===== config.mk =====
export PLATFORM = sky130hd
export DESIGN_NAME = serial_adder_scheduler
export DESIGN_NICKNAME = d
export VERILOG_FILES = /design/src/rtl/serial_adder_scheduler_pkg.sv /design/src/rtl/serial_adder_scheduler_rr_arbiter.sv /design/src/rtl/serial_adder_scheduler.sv
export SDC_FILE = /design/constraint.sdc
export NUM_CORES = 1
export LEC_CHECK = 0
export CORE_MARGIN = 2
export CORE_UTILIZATION = 43
export DETAILED_ROUTE_END_ITERATION = 7
export PLACE_DENSITY = 0.87
export RECOVER_POWER = 25
export SETUP_SLACK_MARGIN = 0.5
export SLEW_MARGIN = 20
export SYNTH_ARGS = -nofsm -noshare
export SYNTH_HDL_FRONTEND = slang
export SYNTH_SLANG_ARGS = --single-unit

===== constraint.sdc =====
create_clock -name clk -period 4.3 [get_ports clk]
set_input_delay 0.86 -clock clk [delete_from_list [all_inputs] [get_ports clk]]
set_output_delay 0.86 -clock clk [all_outputs]
set_load 0.02 [all_outputs]

===== src/rtl/serial_adder_scheduler_pkg.sv =====
`default_nettype none
// ============================================================================
//  Module : serial_sched_pkg
//  Shared definitions for the serial adder scheduler: FSM state encoding,
//  default configuration constants and an index-width helper.
//  Revision: 1.0 - initial release
// ============================================================================
package serial_sched_pkg;

  typedef enum logic [1:0] {
    IDLE = 2'd0,
    LOAD = 2'd1,
    RUN  = 2'd2,
    RESP = 2'd3
  } state_e;

  localparam int DEF_NREQ    = 4;
  localparam int DEF_WIDTH   = 8;
  localparam int DEF_TIMEOUT = 12;

  // Width of a requester index; never below one bit.
  function automatic int idx_w(input int n);
    return (n <= 2) ? 1 : $clog2(n);
  endfunction

endpackage
`default_nettype wire


===== src/rtl/serial_adder_scheduler_rr_arbiter.sv =====
`default_nettype none
// ============================================================================
//  Module : rr_arbiter
//  Purely combinational round-robin picker: selects the lowest-indexed
//  active request at or after the priority pointer, wrapping around.
//  Ports : req_i  - request vector
//          ptr_i  - index with highest priority
//          gnt_o  - one-hot grant
//          idx_o  - encoded grant index
//          any_o  - at least one request active
//  Revision: 1.0 - initial release
// ============================================================================
module rr_arbiter #(
  parameter int NREQ = 4,
  parameter int IW   = 2
) (
  input  logic [NREQ-1:0] req_i,
  input  logic [IW-1:0]   ptr_i,
  output logic [NREQ-1:0] gnt_o,
  output logic [IW-1:0]   idx_o,
  output logic            any_o
);

  int            j;
  logic [IW-1:0] jj;

  always_comb begin
    gnt_o = '0;
    idx_o = '0;
    any_o = 1'b0;
    j     = 0;
    jj    = '0;
    // Walk from the pointer upward, wrapping; the first hit wins.
    for (int k = 0; k < NREQ; k++) begin
      j = int'(ptr_i) + k;
      if (j >= NREQ) j = j - NREQ;
      jj = IW'(j);
      if (!any_o && req_i[jj]) begin
        any_o     = 1'b1;
        gnt_o[jj] = 1'b1;
        idx_o     = jj;
      end
    end
  end

endmodule
`default_nettype wire


===== src/rtl/serial_adder_scheduler.sv =====
`default_nettype none
// ============================================================================
//  Module : serial_adder_scheduler
//  Shares one bit-serial accumulating adder among NREQ requesters. Requests
//  are granted round-robin, operands are loaded into the adder, the adder is
//  released from clear until it reports done, and the result is returned on
//  a single buffered response port.
//  Ports : req_valid/req_ready/req_a/req_b   - requester side (packed)
//          add_clr/add_a/add_b               - drive the adder
//          add_sum/add_carry/add_done        - adder results
//          resp_valid/resp_ready/resp_id/resp_sum/resp_carry/resp_err
//                                            - response port
//          busy                              - not idle
//  Build option: SCHED_TIMEOUT_EN adds an 8-bit RUN cycle watchdog that
//          aborts after TIMEOUT cycles with resp_err set.
//  Revision: 1.0 - initial release
// ============================================================================
module serial_adder_scheduler
  import serial_sched_pkg::*;
#(
  parameter int NREQ  = DEF_NREQ,
  parameter int WIDTH = DEF_WIDTH
`ifdef SCHED_TIMEOUT_EN
  , parameter int TIMEOUT = DEF_TIMEOUT
`endif
) (
  input  logic                    clk,
  input  logic                    rst,
  input  logic [NREQ-1:0]         req_valid,
  output logic [NREQ-1:0]         req_ready,
  input  logic [NREQ*WIDTH-1:0]   req_a,
  input  logic [NREQ*WIDTH-1:0]   req_b,
  output logic                    add_clr,
  output logic [WIDTH-1:0]        add_a,
  output logic [WIDTH-1:0]        add_b,
  input  logic [WIDTH-1:0]        add_sum,
  input  logic                    add_carry,
  input  logic                    add_done,
  output logic                    resp_valid,
  input  logic                    resp_ready,
  output logic [idx_w(NREQ)-1:0]  resp_id,
  output logic [WIDTH-1:0]        resp_sum,
  output logic                    resp_carry,
  output logic                    resp_err,
  output logic                    busy
);

  localparam int IW = idx_w(NREQ);

  state_e            state_q, state_d;
  logic [IW-1:0]     ptr_q, ptr_d;
  logic [IW-1:0]     id_q, id_d;
  logic [WIDTH-1:0]  op_a_q, op_a_d;
  logic [WIDTH-1:0]  op_b_q, op_b_d;
  logic [WIDTH-1:0]  sum_q, sum_d;
  logic              carry_q, carry_d;

  logic [NREQ-1:0]   arb_gnt;
  logic [IW-1:0]     arb_idx;
  logic              arb_any;

`ifdef SCHED_TIMEOUT_EN
  localparam logic [7:0] TO_LAST = 8'(TIMEOUT - 1);
  logic [7:0]        cnt_q, cnt_d;
  logic              err_q, err_d;
`endif

  rr_arbiter #(
    .NREQ (NREQ),
    .IW   (IW)
  ) u_arb (
    .req_i (req_valid),
    .ptr_i (ptr_q),
    .gnt_o (arb_gnt),
    .idx_o (arb_idx),
    .any_o (arb_any)
  );

  always_comb begin
    state_d = state_q;
    ptr_d   = ptr_q;
    id_d    = id_q;
    op_a_d  = op_a_q;
    op_b_d  = op_b_q;
    sum_d   = sum_q;
    carry_d = carry_q;
`ifdef SCHED_TIMEOUT_EN
    cnt_d   = cnt_q;
    err_d   = err_q;
`endif
    unique case (state_q)
      IDLE: begin
        if (arb_any) begin
          id_d    = arb_idx;
          op_a_d  = req_a[arb_idx*WIDTH +: WIDTH];
          op_b_d  = req_b[arb_idx*WIDTH +: WIDTH];
          state_d = LOAD;
        end
      end
      LOAD: begin
        // Priority moves just past the requester now being served.
        ptr_d   = (id_q == IW'(NREQ - 1)) ? '0 : id_q + 1'b1;
`ifdef SCHED_TIMEOUT_EN
        cnt_d   = '0;
`endif
        state_d = RUN;
      end
      RUN: begin
`ifdef SCHED_TIMEOUT_EN
        cnt_d = cnt_q + 8'd1;
`endif
        if (add_done) begin
          sum_d   = add_sum;
          carry_d = add_carry;
`ifdef SCHED_TIMEOUT_EN
          err_d   = 1'b0;
`endif
          state_d = RESP;
        end
`ifdef SCHED_TIMEOUT_EN
        else if (cnt_q == TO_LAST) begin
          sum_d   = '0;
          carry_d = 1'b0;
          err_d   = 1'b1;
          state_d = RESP;
        end
`endif
      end
      RESP: begin
        if (resp_ready) state_d = IDLE;
      end
      default: state_d = IDLE;
    endcase
  end

  always_ff @(posedge clk or posedge rst) begin
    if (rst) begin
      state_q <= IDLE;
      ptr_q   <= '0;
      id_q    <= '0;
      op_a_q  <= '0;
      op_b_q  <= '0;
      sum_q   <= '0;
      carry_q <= 1'b0;
`ifdef SCHED_TIMEOUT_EN
      cnt_q   <= '0;
      err_q   <= 1'b0;
`endif
    end else begin
      state_q <= state_d;
      ptr_q   <= ptr_d;
      id_q    <= id_d;
      op_a_q  <= op_a_d;
      op_b_q  <= op_b_d;
      sum_q   <= sum_d;
      carry_q <= carry_d;
`ifdef SCHED_TIMEOUT_EN
      cnt_q   <= cnt_d;
      err_q   <= err_d;
`endif
    end
  end

  // The adder only runs in RUN; everywhere else it is held cleared.
  assign req_ready  = (state_q == IDLE) ? arb_gnt : '0;
  assign add_clr    = (state_q != RUN);
  assign add_a      = op_a_q;
  assign add_b      = op_b_q;
  assign resp_valid = (state_q == RESP);
  assign resp_id    = id_q;
  assign resp_sum   = sum_q;
  assign resp_carry = carry_q;
  assign busy       = (state_q != IDLE);
`ifdef SCHED_TIMEOUT_EN
  assign resp_err   = err_q;
`else
  assign resp_err   = 1'b0;
`endif

endmodule
`default_nettype wire


==> metrics.log <==
INFO  metric status = complete, but fails checks
INFO  metric failed_checks = capacitance limit, slew limit
INFO  metric htreeDepth = 2
INFO  metric die-area = 5645 µm²
INFO  metric cts_root_buffer = clkbuf_8
INFO  metric synth_cells = 213
INFO  metric hold_class = reg -> reg
INFO  metric synth-edff-count = 0
INFO  metric synth_nets = 307
INFO  metric post-synth-top-area-cell = dfrtp_1
INFO  metric synthArstFlopShare = 1.000
INFO  metric routedWlPerCell = 15.79 µm
INFO  metric ctsHoldBuffers = 0
INFO  metric critical_path_buf_inv_count = 2
INFO  metric grt.total_usage = 0.2315
INFO  metric flow.area_growth_from_synthesis = 61.76%
INFO  metric ys_types = 39
INFO  metric critPathRequiredTime = 3.44 ns
INFO  metric postSynthAreaPerCell = 10.22 µm²
INFO  metric yosys-top-cells-area = dfrtp_1, mux2i_1, ha_1, mux2_2, nand2_1
INFO  metric cts-root-to-sink-buffers = 2
INFO  metric globalplace.congestion = 0.8564
INFO  metric crit_chain = clkdlybuf4s50_1, nor2_1, or4b_2, a21oi_4, nand2_1, a21oi_1, clkdlybuf4s15_2
INFO  metric dr_total_vias = 2152
INFO  metric endpoint_kind = output pin
INFO  metric final_period_minus_worst_setup_slack = 3.696 ns
INFO  metric peakVddDrop = 0.0004749 V
INFO  metric pre_cts_ws = 0.02609 ns
INFO  metric numClockSinks = 31
INFO  metric timing.critical_path.depth = 7
INFO  metric yosysWarningCount = 0
INFO  metric timing.critical_path.slowest_stage_cell = or4b_2
INFO  metric setup_viol = 0
INFO  metric drt-vias-per-instance = 5.353
INFO  metric detail_route.iter0.violations = 62
INFO  metric first_pass_detailed_route_iteration_total = 4
INFO  metric most_frequent_cells_in_the_layout = clkdlybuf4s50_1, mux2i_1, dfrtp_1
INFO  metric cts.reportedPaths.clkPinSlew = 0.06 ns
INFO  metric tns = 0 ns
INFO  metric detail_route.drc_violations = 0
INFO  metric drt_wl_total = 6.348 mm
INFO  metric die_width = 75.14 µm
INFO  metric multi_input_area = 1300 µm²
INFO  metric p_leak = 1.485 nW
INFO  metric critical_path.startpoint_type = input pin
INFO  metric cts_tree = built
INFO  metric synth.top_cell.area_share = 0.3565
INFO  metric layout.core_utilization = 0.7354
INFO  metric tightestPinTransition = 1.708 ns
INFO  metric grt_first_pass_wirelength = 9.970 mm
INFO  metric fraction_of_final_layout_cells_sized_beyond_drive_strength_1 = 0.1164
INFO  metric period_share = 0.8595
INFO  metric power = 0.002471 W
INFO  metric floorplan.core_area = 4786 µm²
INFO  metric die_height = 75.14 µm
INFO  metric fin_skew = 0.004921 ns
INFO  metric seqCellArea = 775.7 µm²
INFO  metric n_fill_cell = 357
INFO  metric cts_inserted_buffers = 5
INFO  metric layout.nets = 428
INFO  metric power_per_cell_area = 702.1 nW/µm²
INFO  metric grt_pass1_vias = 2203
INFO  metric maximum_number_of_pins_on_one_net_before_global_route_repair = 32
INFO  metric timing.final.hold_violations = 0
INFO  metric critical_setup_path_kind = in -> out
INFO  metric reg2reg_setup_slack = 1.96 ns
INFO  metric input_output_buffers = 114
INFO  metric post_detailed_route_count_of_antenna_violating_nets = 0
INFO  metric clock_latency = 0.28 ns
INFO  metric antenna-diode-count = 0
INFO  metric maxCapViolCount = 1
INFO  metric hold-worst-slack = 0.4904 ns
INFO  metric post-dp-hpwl = 5.099 mm
INFO  metric holdPathStages = 2
INFO  metric final.setup.worst_slack = 0.6040 ns
INFO  metric max_clock_freq = 270.6 MHz
INFO  metric grt_setup_unrepaired = false
INFO  metric most_common_cell_after_layout_fill_and_taps_aside = clkdlybuf4s50_1
INFO  metric cts_setup_buffers = 0
INFO  metric timing.max_slew.rel_slack = -0.1387
INFO  metric cts.repair.resized = 13
INFO  metric worst_r2r_path_depth = 6
INFO  metric dominantRegCellSynth = dfrtp_1
INFO  metric synth_sequential_area_ratio = 0.3565
INFO  metric critical_path.top_delay_family = simple AND/OR/NAND/NOR gates
INFO  metric grt_antenna_before_repair = 0
INFO  metric worst_path_largest_cell_delay = 0.64 ns
INFO  metric critPathArrivalTime = 2.84 ns
INFO  metric number_of_placement_rows = 25
INFO  metric design.portCount = 116
INFO  metric slew_violations = 32
INFO  metric ys_ff_latch = 31
INFO  metric cp_max_fo = 5
INFO  metric synth_area = 2176 µm²
INFO  metric global_route.overflow_total = 0
INFO  metric starting_utilization_of_the_core_area = 0.4546
[worst paths after layout]
check	from	to
max in group asynchronous	rst	add_b[6]$_DFFE_PP0P_
min in group asynchronous	rst	resp_sum[0]$_DFFE_PP0P_
hold reg to reg	add_b[7]$_DFFE_PP0P_	add_b[7]$_DFFE_PP0P_
hold / removal	add_b[7]$_DFFE_PP0P_	add_b[7]$_DFFE_PP0P_
setup / recovery	req_valid[1]	req_ready[0]
setup reg to reg	ptr_q[0]$_DFFE_PP0N_	add_a[7]$_DFFE_PP0P_
[where the power goes]
part | internal (W) | total [W] | switching (W)
Sequential | 0.000443 | 0.000530 | 0.0000865
Combinational | 0.000805 | 0.00169 | 0.000882
Clock | 0.000146 | 0.000255 | 0.000109
Total | 0.00139 | 0.00247 | 0.00108
[metrics by stage]
step	cell area (µm²)	instances
finish	3520	402
CTS	3517	402
global route	3520	402
detailed placement	3408	394
global placement	3408	394
floorplan	2176	213
[worst min-delay path, delay by kind of cell (launching register included)]
kind	cells	cell delay [ns]
compound gates	1	0.06
simple gates	1	0.05
flops	1	0.34
[flip-flops by register name, indices dropped and copies added, names as in the netlist]
| signal | cells |
|---|---|
| state_q | 2 |
| add_a | 8 |
| resp_id | 2 |
| resp_sum | 8 |
| ptr_q | 2 |
| resp_carry | 1 |
| add_b | 8 |
[metal layers]
| metal | vias up | track usage | part of all wire |
|---|---|---|---|
| met5 | - | 0 | 0 |
| met4 | 0 | 0.07212 | 0.019 |
| met3 | 15 | 0.07898 | 0.077 |
| met2 | 86 | 0.4055 | 0.52 |
| met1 | 1019 | 0.2671 | 0.38 |
| li1 | 1032 | - | - |
[cell usage after synthesis (2+ instances only)]
cell / count
o22ai_1: 2
buf_6: 3
o21ai_0: 5
o221ai_1: 11
a22o_1: 4
nand2_1: 26
a221oi_1: 7
ha_1: 13
mux2i_1: 40
buf_2: 3
dfrtp_1: 31
buf_4: 3
o21a_1: 3
a21oi_1: 9
nor2_1: 12
mux2_2: 10
clkbuf_1: 3
o21ai_1: 2
inv_1: 6
[final cells by class]
class                   count  share of cell area
multi-input cells         162              0.3694
flip-flops and latches     31              0.2204
well taps                  67             0.02382
repair buffers            126              0.3491
inverters                   8            0.008887
clock buffers               8             0.02844
[cell families (layout without fill, tap and decap cells)]
family	after synthesis	count (layout)	synth area share
AO/OA/AOI/OAI	52	52	0.1788
adder cells (fa/ha/maj)	13	13	0.07476
buffers and inverters	20	142	0.05232
flip-flops	31	31	0.3565
multiplexers	51	51	0.2461
other	1	1	0.001723
AND/OR/NAND/NOR	45	45	0.08971
Note: power is estimated with default switching activity, not from simulation.
